### src/rtl/matmul_host_driver_if.sv
// Host-side bundle between matmul_host_driver and its job stream, result stream and accelerator MMIO/DMA target.
// master = sequencer side; slave = environment (job source, result sink, accelerator).
interface matmul_host_driver_if #(
   parameter int MMIO_WIDTH    = 32,
   parameter int MMIO_ADDRBITS = 32,
   parameter int DMA_WIDTH     = 256,
   parameter int DMA_ADDRBITS  = 32
);
   logic                     start;
   logic                     busy;
   logic                     done;
   logic                     err;
   logic                     in_valid;
   logic                     in_ready;
   logic [DMA_WIDTH-1:0]     in_data;
   logic                     out_valid;
   logic                     out_ready;
   logic [DMA_WIDTH-1:0]     out_data;
   logic                     mmio_w_req;
   logic [MMIO_ADDRBITS-1:0] mmio_w_addr;
   logic [MMIO_WIDTH-1:0]    mmio_w_data;
   logic                     mmio_r_req;
   logic [MMIO_ADDRBITS-1:0] mmio_r_addr;
   logic [MMIO_WIDTH-1:0]    mmio_r_data;
   logic                     dma_w_req;
   logic [DMA_ADDRBITS-1:0]  dma_w_addr;
   logic [DMA_WIDTH-1:0]     dma_w_data;
   logic                     dma_r_req;
   logic [DMA_ADDRBITS-1:0]  dma_r_addr;
   logic [DMA_WIDTH-1:0]     dma_r_data;

   modport master (
      input  start, output busy, output done, output err,
      input  in_valid, output in_ready, input in_data,
      output out_valid, input out_ready, output out_data,
      output mmio_w_req, output mmio_w_addr, output mmio_w_data,
      output mmio_r_req, output mmio_r_addr, input mmio_r_data,
      output dma_w_req, output dma_w_addr, output dma_w_data,
      output dma_r_req, output dma_r_addr, input dma_r_data
   );

   modport slave (
      output start, input busy, input done, input err,
      output in_valid, input in_ready, output in_data,
      input  out_valid, output out_ready, input out_data,
      input  mmio_w_req, input mmio_w_addr, input mmio_w_data,
      input  mmio_r_req, input mmio_r_addr, output mmio_r_data,
      input  dma_w_req, input dma_w_addr, input dma_w_data,
      input  dma_r_req, input dma_r_addr, output dma_r_data
   );
endinterface

### src/rtl/matmul_host_driver.sv
// Job sequencer for the matmul accelerator: size check, DMA-load A/B, kick, poll, DMA-read result.
// Registered outputs (in_ready excepted); in_valid/out_ready low simply stall, one read in flight at a time.
module matmul_host_driver #(
   parameter int MMIO_WIDTH    = 32,
   parameter int MMIO_ADDRBITS = 32,
   parameter int DMA_WIDTH     = 256,
   parameter int DMA_ADDRBITS  = 32,
   parameter int MUL_SIZE      = 8,
   parameter int OFF_INA       = 262144,
   parameter int OFF_INB       = 524288,
   parameter int OFF_OUT       = 786432,
   parameter int POLL_MAX      = 1024
) (
   input logic                 clk,
   input logic                 rst,
   matmul_host_driver_if.master bus
);
   localparam int BEAT_BYTES = DMA_WIDTH / 8;
   localparam int MEMSZ      = MUL_SIZE * MUL_SIZE * 8 / DMA_WIDTH;
   localparam int IW         = $clog2(MEMSZ + 1);
   localparam int PW         = $clog2(POLL_MAX + 1);

   localparam logic [3:0] S_IDLE      = 4'd0;
   localparam logic [3:0] S_SZ        = 4'd1;
   localparam logic [3:0] S_SZ_WAIT   = 4'd2;
   localparam logic [3:0] S_SZ_CHK    = 4'd3;
   localparam logic [3:0] S_LOAD_A    = 4'd4;
   localparam logic [3:0] S_LOAD_B    = 4'd5;
   localparam logic [3:0] S_GO        = 4'd6;
   localparam logic [3:0] S_POLL      = 4'd7;
   localparam logic [3:0] S_POLL_WAIT = 4'd8;
   localparam logic [3:0] S_POLL_CHK  = 4'd9;
   localparam logic [3:0] S_RD        = 4'd10;
   localparam logic [3:0] S_RD_WAIT   = 4'd11;
   localparam logic [3:0] S_RD_CAP    = 4'd12;
   localparam logic [3:0] S_RD_HOLD   = 4'd13;
   localparam logic [3:0] S_DONE      = 4'd14;
   localparam logic [3:0] S_ERR       = 4'd15;

   logic [3:0]    state;
   logic [IW-1:0] idx;
   logic [IW-1:0] idx_nxt;
   logic [PW-1:0] pollcnt;
   logic [PW-1:0] pollcnt_nxt;
   logic          fin;
   logic          load_hs;

   function automatic logic [31:0] beat_addr(input int base, input logic [IW-1:0] i);
      return 32'(base) + 32'(i) * 32'(BEAT_BYTES);
   endfunction

   assign bus.in_ready = (state == S_LOAD_A) || (state == S_LOAD_B);
   assign load_hs      = bus.in_valid && bus.in_ready;
   assign idx_nxt      = idx + IW'(1);
   assign pollcnt_nxt  = pollcnt + PW'(1);

   always_ff @(posedge clk) begin
      if (!rst) begin
         state           <= S_IDLE;
         idx             <= '0;
         pollcnt         <= '0;
         fin             <= 1'b0;
         bus.busy        <= 1'b0;
         bus.done        <= 1'b0;
         bus.err         <= 1'b0;
         bus.out_valid   <= 1'b0;
         bus.out_data    <= '0;
         bus.mmio_w_req  <= 1'b0;
         bus.mmio_w_addr <= '0;
         bus.mmio_w_data <= '0;
         bus.mmio_r_req  <= 1'b0;
         bus.mmio_r_addr <= '0;
         bus.dma_w_req   <= 1'b0;
         bus.dma_w_addr  <= '0;
         bus.dma_w_data  <= '0;
         bus.dma_r_req   <= 1'b0;
         bus.dma_r_addr  <= '0;
      end else begin
         bus.done       <= 1'b0;
         bus.mmio_w_req <= 1'b0;
         bus.mmio_r_req <= 1'b0;
         bus.dma_w_req  <= 1'b0;
         bus.dma_r_req  <= 1'b0;
         // fin blocks a start landing in the same cycle as the done/err report
         fin            <= 1'b0;
         case (state)
            S_IDLE: begin
               if (bus.start && !fin) begin
                  bus.err  <= 1'b0;
                  bus.busy <= 1'b1;
                  state    <= S_SZ;
               end
            end
            S_SZ: begin
               bus.mmio_r_req  <= 1'b1;
               bus.mmio_r_addr <= '0;
               state           <= S_SZ_WAIT;
            end
            S_SZ_WAIT: state <= S_SZ_CHK;
            S_SZ_CHK: begin
               if (bus.mmio_r_data == MMIO_WIDTH'(MUL_SIZE)) begin
                  idx   <= '0;
                  state <= S_LOAD_A;
               end else begin
                  state <= S_ERR;
               end
            end
            S_LOAD_A, S_LOAD_B: begin
               if (load_hs) begin
                  bus.dma_w_req  <= 1'b1;
                  bus.dma_w_addr <= DMA_ADDRBITS'(beat_addr((state == S_LOAD_B) ? OFF_INB : OFF_INA, idx));
                  bus.dma_w_data <= bus.in_data;
                  if (idx_nxt == IW'(MEMSZ)) begin
                     idx   <= '0;
                     state <= (state == S_LOAD_A) ? S_LOAD_B : S_GO;
                  end else begin
                     idx <= idx_nxt;
                  end
               end
            end
            S_GO: begin
               bus.mmio_w_req  <= 1'b1;
               bus.mmio_w_addr <= MMIO_ADDRBITS'(8);
               bus.mmio_w_data <= MMIO_WIDTH'(1);
               pollcnt         <= '0;
               state           <= S_POLL;
            end
            S_POLL: begin
               bus.mmio_r_req  <= 1'b1;
               bus.mmio_r_addr <= MMIO_ADDRBITS'(8);
               state           <= S_POLL_WAIT;
            end
            S_POLL_WAIT: state <= S_POLL_CHK;
            S_POLL_CHK: begin
               if (bus.mmio_r_data[0]) begin
                  pollcnt <= pollcnt_nxt;
                  if (pollcnt_nxt == PW'(POLL_MAX)) begin
                     state <= S_ERR;
                  end else begin
                     bus.mmio_r_req <= 1'b1;
                     state          <= S_POLL_WAIT;
                  end
               end else begin
                  idx   <= '0;
                  state <= S_RD;
               end
            end
            S_RD: begin
               bus.dma_r_req  <= 1'b1;
               bus.dma_r_addr <= DMA_ADDRBITS'(beat_addr(OFF_OUT, idx));
               state          <= S_RD_WAIT;
            end
            S_RD_WAIT: state <= S_RD_CAP;
            S_RD_CAP: begin
               bus.out_data  <= bus.dma_r_data;
               bus.out_valid <= 1'b1;
               state         <= S_RD_HOLD;
            end
            S_RD_HOLD: begin
               if (bus.out_ready) begin
                  bus.out_valid <= 1'b0;
                  idx           <= idx_nxt;
                  if (idx_nxt == IW'(MEMSZ)) begin
                     state <= S_DONE;
                  end else begin
                     bus.dma_r_req  <= 1'b1;
                     bus.dma_r_addr <= DMA_ADDRBITS'(beat_addr(OFF_OUT, idx_nxt));
                     state          <= S_RD_WAIT;
                  end
               end
            end
            S_DONE: begin
               bus.done <= 1'b1;
               bus.busy <= 1'b0;
               fin      <= 1'b1;
               state    <= S_IDLE;
            end
            S_ERR: begin
               bus.err  <= 1'b1;
               bus.busy <= 1'b0;
               fin      <= 1'b1;
               state    <= S_IDLE;
            end
            default: state <= S_IDLE;
         endcase
      end
   end
endmodule

### src/flat_wrapper.sv
// flat-port wrapper written by rule: the top's interface ports become plain ports
module matmul_host_driver_flat 
#(
   parameter int MMIO_WIDTH    = 32,
   parameter int MMIO_ADDRBITS = 32,
   parameter int DMA_WIDTH     = 256,
   parameter int DMA_ADDRBITS  = 32,
   parameter int MUL_SIZE      = 8,
   parameter int OFF_INA       = 262144,
   parameter int OFF_INB       = 524288,
   parameter int OFF_OUT       = 786432,
   parameter int POLL_MAX      = 1024
)
  (clk, rst, bus_start, bus_busy, bus_done, bus_err, bus_in_valid, bus_in_ready, bus_in_data, bus_out_valid, bus_out_ready, bus_out_data, bus_mmio_w_req, bus_mmio_w_addr, bus_mmio_w_data, bus_mmio_r_req, bus_mmio_r_addr, bus_mmio_r_data, bus_dma_w_req, bus_dma_w_addr, bus_dma_w_data, bus_dma_r_req, bus_dma_r_addr, bus_dma_r_data);
  matmul_host_driver_if #(.MMIO_WIDTH(MMIO_WIDTH), .MMIO_ADDRBITS(MMIO_ADDRBITS), .DMA_WIDTH(DMA_WIDTH), .DMA_ADDRBITS(DMA_ADDRBITS)) bus_i ();
  input logic clk;
  input logic rst;
  input wire logic [$bits(bus_i.start)-1:0] bus_start;
  output wire logic [$bits(bus_i.busy)-1:0] bus_busy;
  output wire logic [$bits(bus_i.done)-1:0] bus_done;
  output wire logic [$bits(bus_i.err)-1:0] bus_err;
  input wire logic [$bits(bus_i.in_valid)-1:0] bus_in_valid;
  output wire logic [$bits(bus_i.in_ready)-1:0] bus_in_ready;
  input wire logic [$bits(bus_i.in_data)-1:0] bus_in_data;
  output wire logic [$bits(bus_i.out_valid)-1:0] bus_out_valid;
  input wire logic [$bits(bus_i.out_ready)-1:0] bus_out_ready;
  output wire logic [$bits(bus_i.out_data)-1:0] bus_out_data;
  output wire logic [$bits(bus_i.mmio_w_req)-1:0] bus_mmio_w_req;
  output wire logic [$bits(bus_i.mmio_w_addr)-1:0] bus_mmio_w_addr;
  output wire logic [$bits(bus_i.mmio_w_data)-1:0] bus_mmio_w_data;
  output wire logic [$bits(bus_i.mmio_r_req)-1:0] bus_mmio_r_req;
  output wire logic [$bits(bus_i.mmio_r_addr)-1:0] bus_mmio_r_addr;
  input wire logic [$bits(bus_i.mmio_r_data)-1:0] bus_mmio_r_data;
  output wire logic [$bits(bus_i.dma_w_req)-1:0] bus_dma_w_req;
  output wire logic [$bits(bus_i.dma_w_addr)-1:0] bus_dma_w_addr;
  output wire logic [$bits(bus_i.dma_w_data)-1:0] bus_dma_w_data;
  output wire logic [$bits(bus_i.dma_r_req)-1:0] bus_dma_r_req;
  output wire logic [$bits(bus_i.dma_r_addr)-1:0] bus_dma_r_addr;
  input wire logic [$bits(bus_i.dma_r_data)-1:0] bus_dma_r_data;
  assign bus_i.start = bus_start;
  assign bus_busy = bus_i.busy;
  assign bus_done = bus_i.done;
  assign bus_err = bus_i.err;
  assign bus_i.in_valid = bus_in_valid;
  assign bus_in_ready = bus_i.in_ready;
  assign bus_i.in_data = bus_in_data;
  assign bus_out_valid = bus_i.out_valid;
  assign bus_i.out_ready = bus_out_ready;
  assign bus_out_data = bus_i.out_data;
  assign bus_mmio_w_req = bus_i.mmio_w_req;
  assign bus_mmio_w_addr = bus_i.mmio_w_addr;
  assign bus_mmio_w_data = bus_i.mmio_w_data;
  assign bus_mmio_r_req = bus_i.mmio_r_req;
  assign bus_mmio_r_addr = bus_i.mmio_r_addr;
  assign bus_i.mmio_r_data = bus_mmio_r_data;
  assign bus_dma_w_req = bus_i.dma_w_req;
  assign bus_dma_w_addr = bus_i.dma_w_addr;
  assign bus_dma_w_data = bus_i.dma_w_data;
  assign bus_dma_r_req = bus_i.dma_r_req;
  assign bus_dma_r_addr = bus_i.dma_r_addr;
  assign bus_i.dma_r_data = bus_dma_r_data;
  matmul_host_driver #(.MMIO_WIDTH(MMIO_WIDTH), .MMIO_ADDRBITS(MMIO_ADDRBITS), .DMA_WIDTH(DMA_WIDTH), .DMA_ADDRBITS(DMA_ADDRBITS), .MUL_SIZE(MUL_SIZE), .OFF_INA(OFF_INA), .OFF_INB(OFF_INB), .OFF_OUT(OFF_OUT), .POLL_MAX(POLL_MAX)) u_core (.clk(clk), .rst(rst), .bus(bus_i));
endmodule
### config.mk
export PLATFORM = sky130hd
export DESIGN_NAME = matmul_host_driver_flat
export DESIGN_NICKNAME = d
export VERILOG_FILES = /design/src/rtl/matmul_host_driver_if.sv /design/src/rtl/matmul_host_driver.sv /design/src/flat_wrapper.sv
export SDC_FILE = /design/constraint.sdc
export NUM_CORES = 1
export LEC_CHECK = 0
export ABC_AREA = 1
export CAP_MARGIN = 20
export CORE_AREA = 3 3 477 479
export CTS_BUF_LIST = sky130_fd_sc_hd__clkbuf_4 sky130_fd_sc_hd__clkbuf_8 sky130_fd_sc_hd__clkbuf_16
export DETAILED_ROUTE_END_ITERATION = 6
export DIE_AREA = 0 0 480 482
export PLACE_DENSITY_LB_ADDON = 0.3
export SYNTH_ARGS = -nofsm -noshare
export SYNTH_HDL_FRONTEND = slang
export SYNTH_SLANG_ARGS = --single-unit
### constraint.sdc
create_clock -name clk -period 3.86 [get_ports clk]
set_input_delay 0.772 -clock clk [delete_from_list [all_inputs] [get_ports clk]]
set_output_delay 0.772 -clock clk [all_outputs]
set_load 0.02 [all_outputs]
* After elaboration in Yosys (flattened, before gate mapping) *
Cells that the tools add are included.
W data, S select, Z words.

storage, ports and cells
  register bits after elaboration = 635
  input port bits = 549
  output and inout port bits = 681
  word-level logic and storage cells = 112

operators by class
  add/subtract/negate cells = 5
  equal/unequal tests = 26
  muxes and demuxes = 39
  reduce and logical (&&, ||, !) cells = 24

operators with widths
  kind                     number
  $pmux W32 S2             2
  $mux W32                 2
  $pmux W4 S14             1
  $add A20 B7 Y21 const A  2
  $add A32 B7 Y32          1
  $eq A32 B4 Y1 const B    1
  $eq A4 B4 Y1 const B     8
  $pmux W11 S2             1
  $mux W20                 1
  $mux W4                  5
  $eq A4 B3 Y1 const B     4
  $mux W2                  6
  $reduce_and A2 Y1        6
  $reduce_bool A2 Y1       6
  $add A11 B1 Y11 const B  1
  $eq A11 B11 Y1 const B   1
  $mux W1                  11
  $mux W11                 1
  $pmux W1 S2              5
  $mux W3                  3
  $eq A4 B2 Y1 const B     2
  $ne A2 B1 Y1 const B     4
  $ne A2 B2 Y1 const B     4
  $pmux W2 S4              1
  other kinds (12)         15

* Longest topological paths before layout *
  depth in word-level cells = 5
  depth in mapped cells = 12
  gate-level depth less buffers = 12

* Worst setup path after synthesis *
No wires, ideal clock.

  path kind = in2reg
  start point = input port rst
  end point = register u_core.bus.dma_w_data[169]
  setup time = 0.064 ns
  data arrival time = 1.591 ns
  data required time = 3.796 ns
  slack = 2.205 ns
  cell stages on the path = 5
  path buffers = 3
  path through = buf_2 -> clkbuf_1 -> clkbuf_1 -> o21ai_0 -> nor2_1

RTL lines
  element               RTL line                     RTL
  start, declared       flat_wrapper.sv:17           input logic rst;
  end signal, assigned  matmul_host_driver.sv:112    bus.dma_w_data <= bus.in_data;
  end, declared         matmul_host_driver_if.sv:38  output dma_w_req, output dma_w_addr, output dma_w_data,

* Worst setup path in the final report *
  start point = register u_core.state[2]
  end point = output port bus_in_ready

on the way
  cells in the longest elaborated chain, start to end = 2
  elaborated cells between the ends (all ways) = 3
  classes of those cells = eq/ne: 2; reduce/logical: 1

ends and longest elaborated chain
  element                 RTL line                   RTL
  start, declared         matmul_host_driver.sv:40   logic [3:0] state;
  start signal, assigned  matmul_host_driver.sv:115  state <= (state == S_LOAD_A) ? S_LOAD_B : S_GO;
  $eq A4 B3 Y1            matmul_host_driver.sv:52   assign bus.in_ready = (state == S_LOAD_A) || (state == S_LOAD_B);
  $logic_or A1 B1 Y1 *    matmul_host_driver.sv:52
  end, declared           flat_wrapper.sv:23         output wire logic [$bits(bus_i.in_ready)-1:0] bus_in_ready;

Mark *: on every way between the ends. The rest lies on a longest branch, timed or not.

==> out/summary.txt <==
Run status: finished, final reports clean
Clk pwr share: 48.1%
Initial antenna violation count: 42
Routed wire length: 142000 µm
Synth Flop Type: dfxtp_1
CTS max path bufs: 3
Pins Over Slew Limit: 0
Post-Synthesis Cells: 2654
# clock sinks: 547
Fmax: 0.340 GHz
Post-synthesis sequential area ratio: 53.8%
Area leader, netlist: dfxtp_1
Wire per inst: 21.2 µm
Routed Antenna Nets: 0
Root buf cell: clkbuf_16
Worst path cell trace: nand2_2, nor2_1, clkdlybuf4s50_1
# rows: 174
Worst slack, placed: 0.973 ns
Initial core utilization: 9.08%
Setup TNS: 0 ns
EDFF count, synth: 0
Final Setup Violations: 0
Final cell count without fillers: 6725
Final #Nets: 4214
Ratio of cells with drive above 1 in the final layout: 4.78%
Peak VDD IR: 0.248 mV
Flop pwr share: 38.4%
Total gr overflow: 0
FFs w/ async S/R, synth: 0%
Area contributors post-synth: dfxtp_1, nor2_1, o21ai_0, buf_4, clkbuf_1
P_leak: 14.3 nW
Syn_area_per_cell: 7.66 µm²
CP endpoint kind: output port
Drt pass-1 iters: 6
Post-synthesis register bit count: 547
Post-CTS setup repair buffer count: 0
GR Util All Layers: 11.7%
Worst-path clk slew: 0.06 ns
DP HPWL: 112000 µm
Vias in the first global route: 21.3k
Critical path peak fanout: 5
Residual DRC: 0
Post-cts resize count: 0
Synth Cell Area: 0.0203 mm²
Ys Warns: 0
Vias per inst: 3.22
Hold Vio Cnt, Final: 0
Worst Hold Margin: 0.470 ns
Internal: 0.0113 W
Worst Path Arrival: 2.17 ns
Cell Pwr Density: 427 mW/mm²
First-pass GRT wire length: 185000 µm
Die Wd: 480 µm
I/O pins: 1230
Final RePlAce weighted congestion: 0.861
Worst-Margin Slew: 1.27 ns
Die area: 0.231 mm²
Vias: 21.7k
Final core utilization: 16.4%
Count leader, synth: nor2_1
RSZ-0062 raised after global routing: false
HP Class: flop to flop
Max Cap Viol: 0
Switch share: 27.6%
TritonCTS buffer count: 74
Slew Limit Headroom: 15.6%
Hold buffers post-CTS: 0
IO buf count: 1080
CP Class: flop to output port
Combinational share of power: 13.5%
Post-synth top area share: 53.8%
Critical Path Max Stage Delay: 0.70 ns
PnR worst setup slack: 0.920 ns
Layout area overhead: 80.1%
Crit path required time: 3.09 ns
Core ar.: 0.224 mm²
P_sw: 0.00432 W
H-tree depth: 3
Tmin final: 2.94 ns
Skew-Pair Late Insertion Delay: 0.70 ns
Worst setup SP type: flop
Die Ht: 482 µm
Tcrit/Tclk final: 76.2%
CTS tree: built
Synth cell count leaders: nor2_1, dfxtp_1, o21ai_0
CP max-delay cell: clkdlybuf4s50_1
Pin count of the biggest net entering global routing: 186
Placed insts: 6577
Initial DRC Count: 1335
Yosys cell types: 32
Final Skew: 0.0448 ns
## power by group through the flow
stage | Clock, W | Combinational, W | Sequential, W
detailed placement | 0 | 0.00212 | 0.00611
global route | 0.00808 | 0.00225 | 0.00602
floorplan | 0 | 0.000683 | 0.00634
finish | 0.00752 | 0.00211 | 0.00600
global placement | 0 | 0.00213 | 0.00612
CTS | 0.00788 | 0.00213 | 0.00600
## through the flow
step                power [W]  area [µm²]
floorplan             0.00702       20900
global placement      0.00824       33900
detailed placement    0.00824       33900
CTS                    0.0160       36600
global route           0.0164       36600
finish                 0.0156       36600
## cell usage in the layout, fill, tap and decap left out, types with 19 or more instances in the layout
| cell | netlist | layout |
|---|---|---|
| a21oi_1 | 23 | 23 |
| buf_4 | 153 | 19 |
| clkbuf_16 | 0 | 74 |
| clkbuf_4 | 0 | 22 |
| clkbuf_8 | 0 | 19 |
| clkdlybuf4s50_1 | 0 | 1079 |
| conb_1 | 1 | 149 |
| dfxtp_1 | 547 | 547 |
| inv_1 | 26 | 26 |
| nand2_1 | 66 | 66 |
| nor2_1 | 1079 | 1079 |
| o21ai_0 | 528 | 528 |
## cells by family after synthesis
group	after synthesis	synth area share (%)
AOI/OAI and AO/OA	562	13.9
adders and majority gates	4	0.246
DFF	547	53.8
buffers and inverters	357	9.73
other	1	0.0184
xor gates and xnor gates	2	0.0861
and+or+nand+nor	1181	22.2
## worst paths after layout
kind                                           startpoint                         to  slack (ns)  cells past startpoint
worst max register to register            u_core.state[0]   u_core.bus.out_data[116]        1.37                      7
worst max-delay path                      u_core.state[2]               bus_in_ready        0.92                      3
worst min-delay path            u_core.bus.dma_w_addr[19]  u_core.bus.dma_w_addr[19]        0.47                      2
worst min register to register  u_core.bus.dma_w_addr[19]  u_core.bus.dma_w_addr[19]        0.47                      2
## worst max-delay path: cells and delay by family (launching register included)
family,cells,cell delay [ns]
DFF,1,0.39
and+or+nand+nor,2,0.37
buffers and inverters,1,0.70
## layout make-up
cell class	count	area, µm²
antenna	13	32.5
clock buffer	115	2280
clock inverter	20	388
fill	25400	187000
inverter	32	135
multi-input combinational	1898	7970
sequential	547	11000
tap	2992	3740
timing repair buffer	1108	11100
## routing by layer
metal | up-vias | GRT usage, % | part of all wire [%]
met4 | 20 | 3.64 | 2.6
met3 | 188 | 5.62 | 12
met2 | 1118 | 18.8 | 45
li1 | 10200 | - | -
met1 | 10100 | 13.5 | 40
met5 | - | 0 | 0.095
## state kept, by name, summed over array words and instances (netlist names)
register	flops
u_core.pollcnt	11
u_core.bus.out_valid	1
u_core.bus.done	1
u_core.bus.busy	1
u_core.bus.mmio_r_req	1
u_core.bus.mmio_r_addr	1
u_core.bus.mmio_w_addr	1
u_core.bus.dma_w_data	256
u_core.bus.dma_r_req	1
u_core.state	4
u_core.bus.mmio_w_req	1
u_core.bus.dma_w_addr	4
u_core.bus.out_data	256
u_core.bus.dma_w_req	1
u_core.idx	2
u_core.fin	1
u_core.bus.err	1
u_core.bus.dma_r_addr	3
Note: power is estimated with default switching activity, not from simulation.
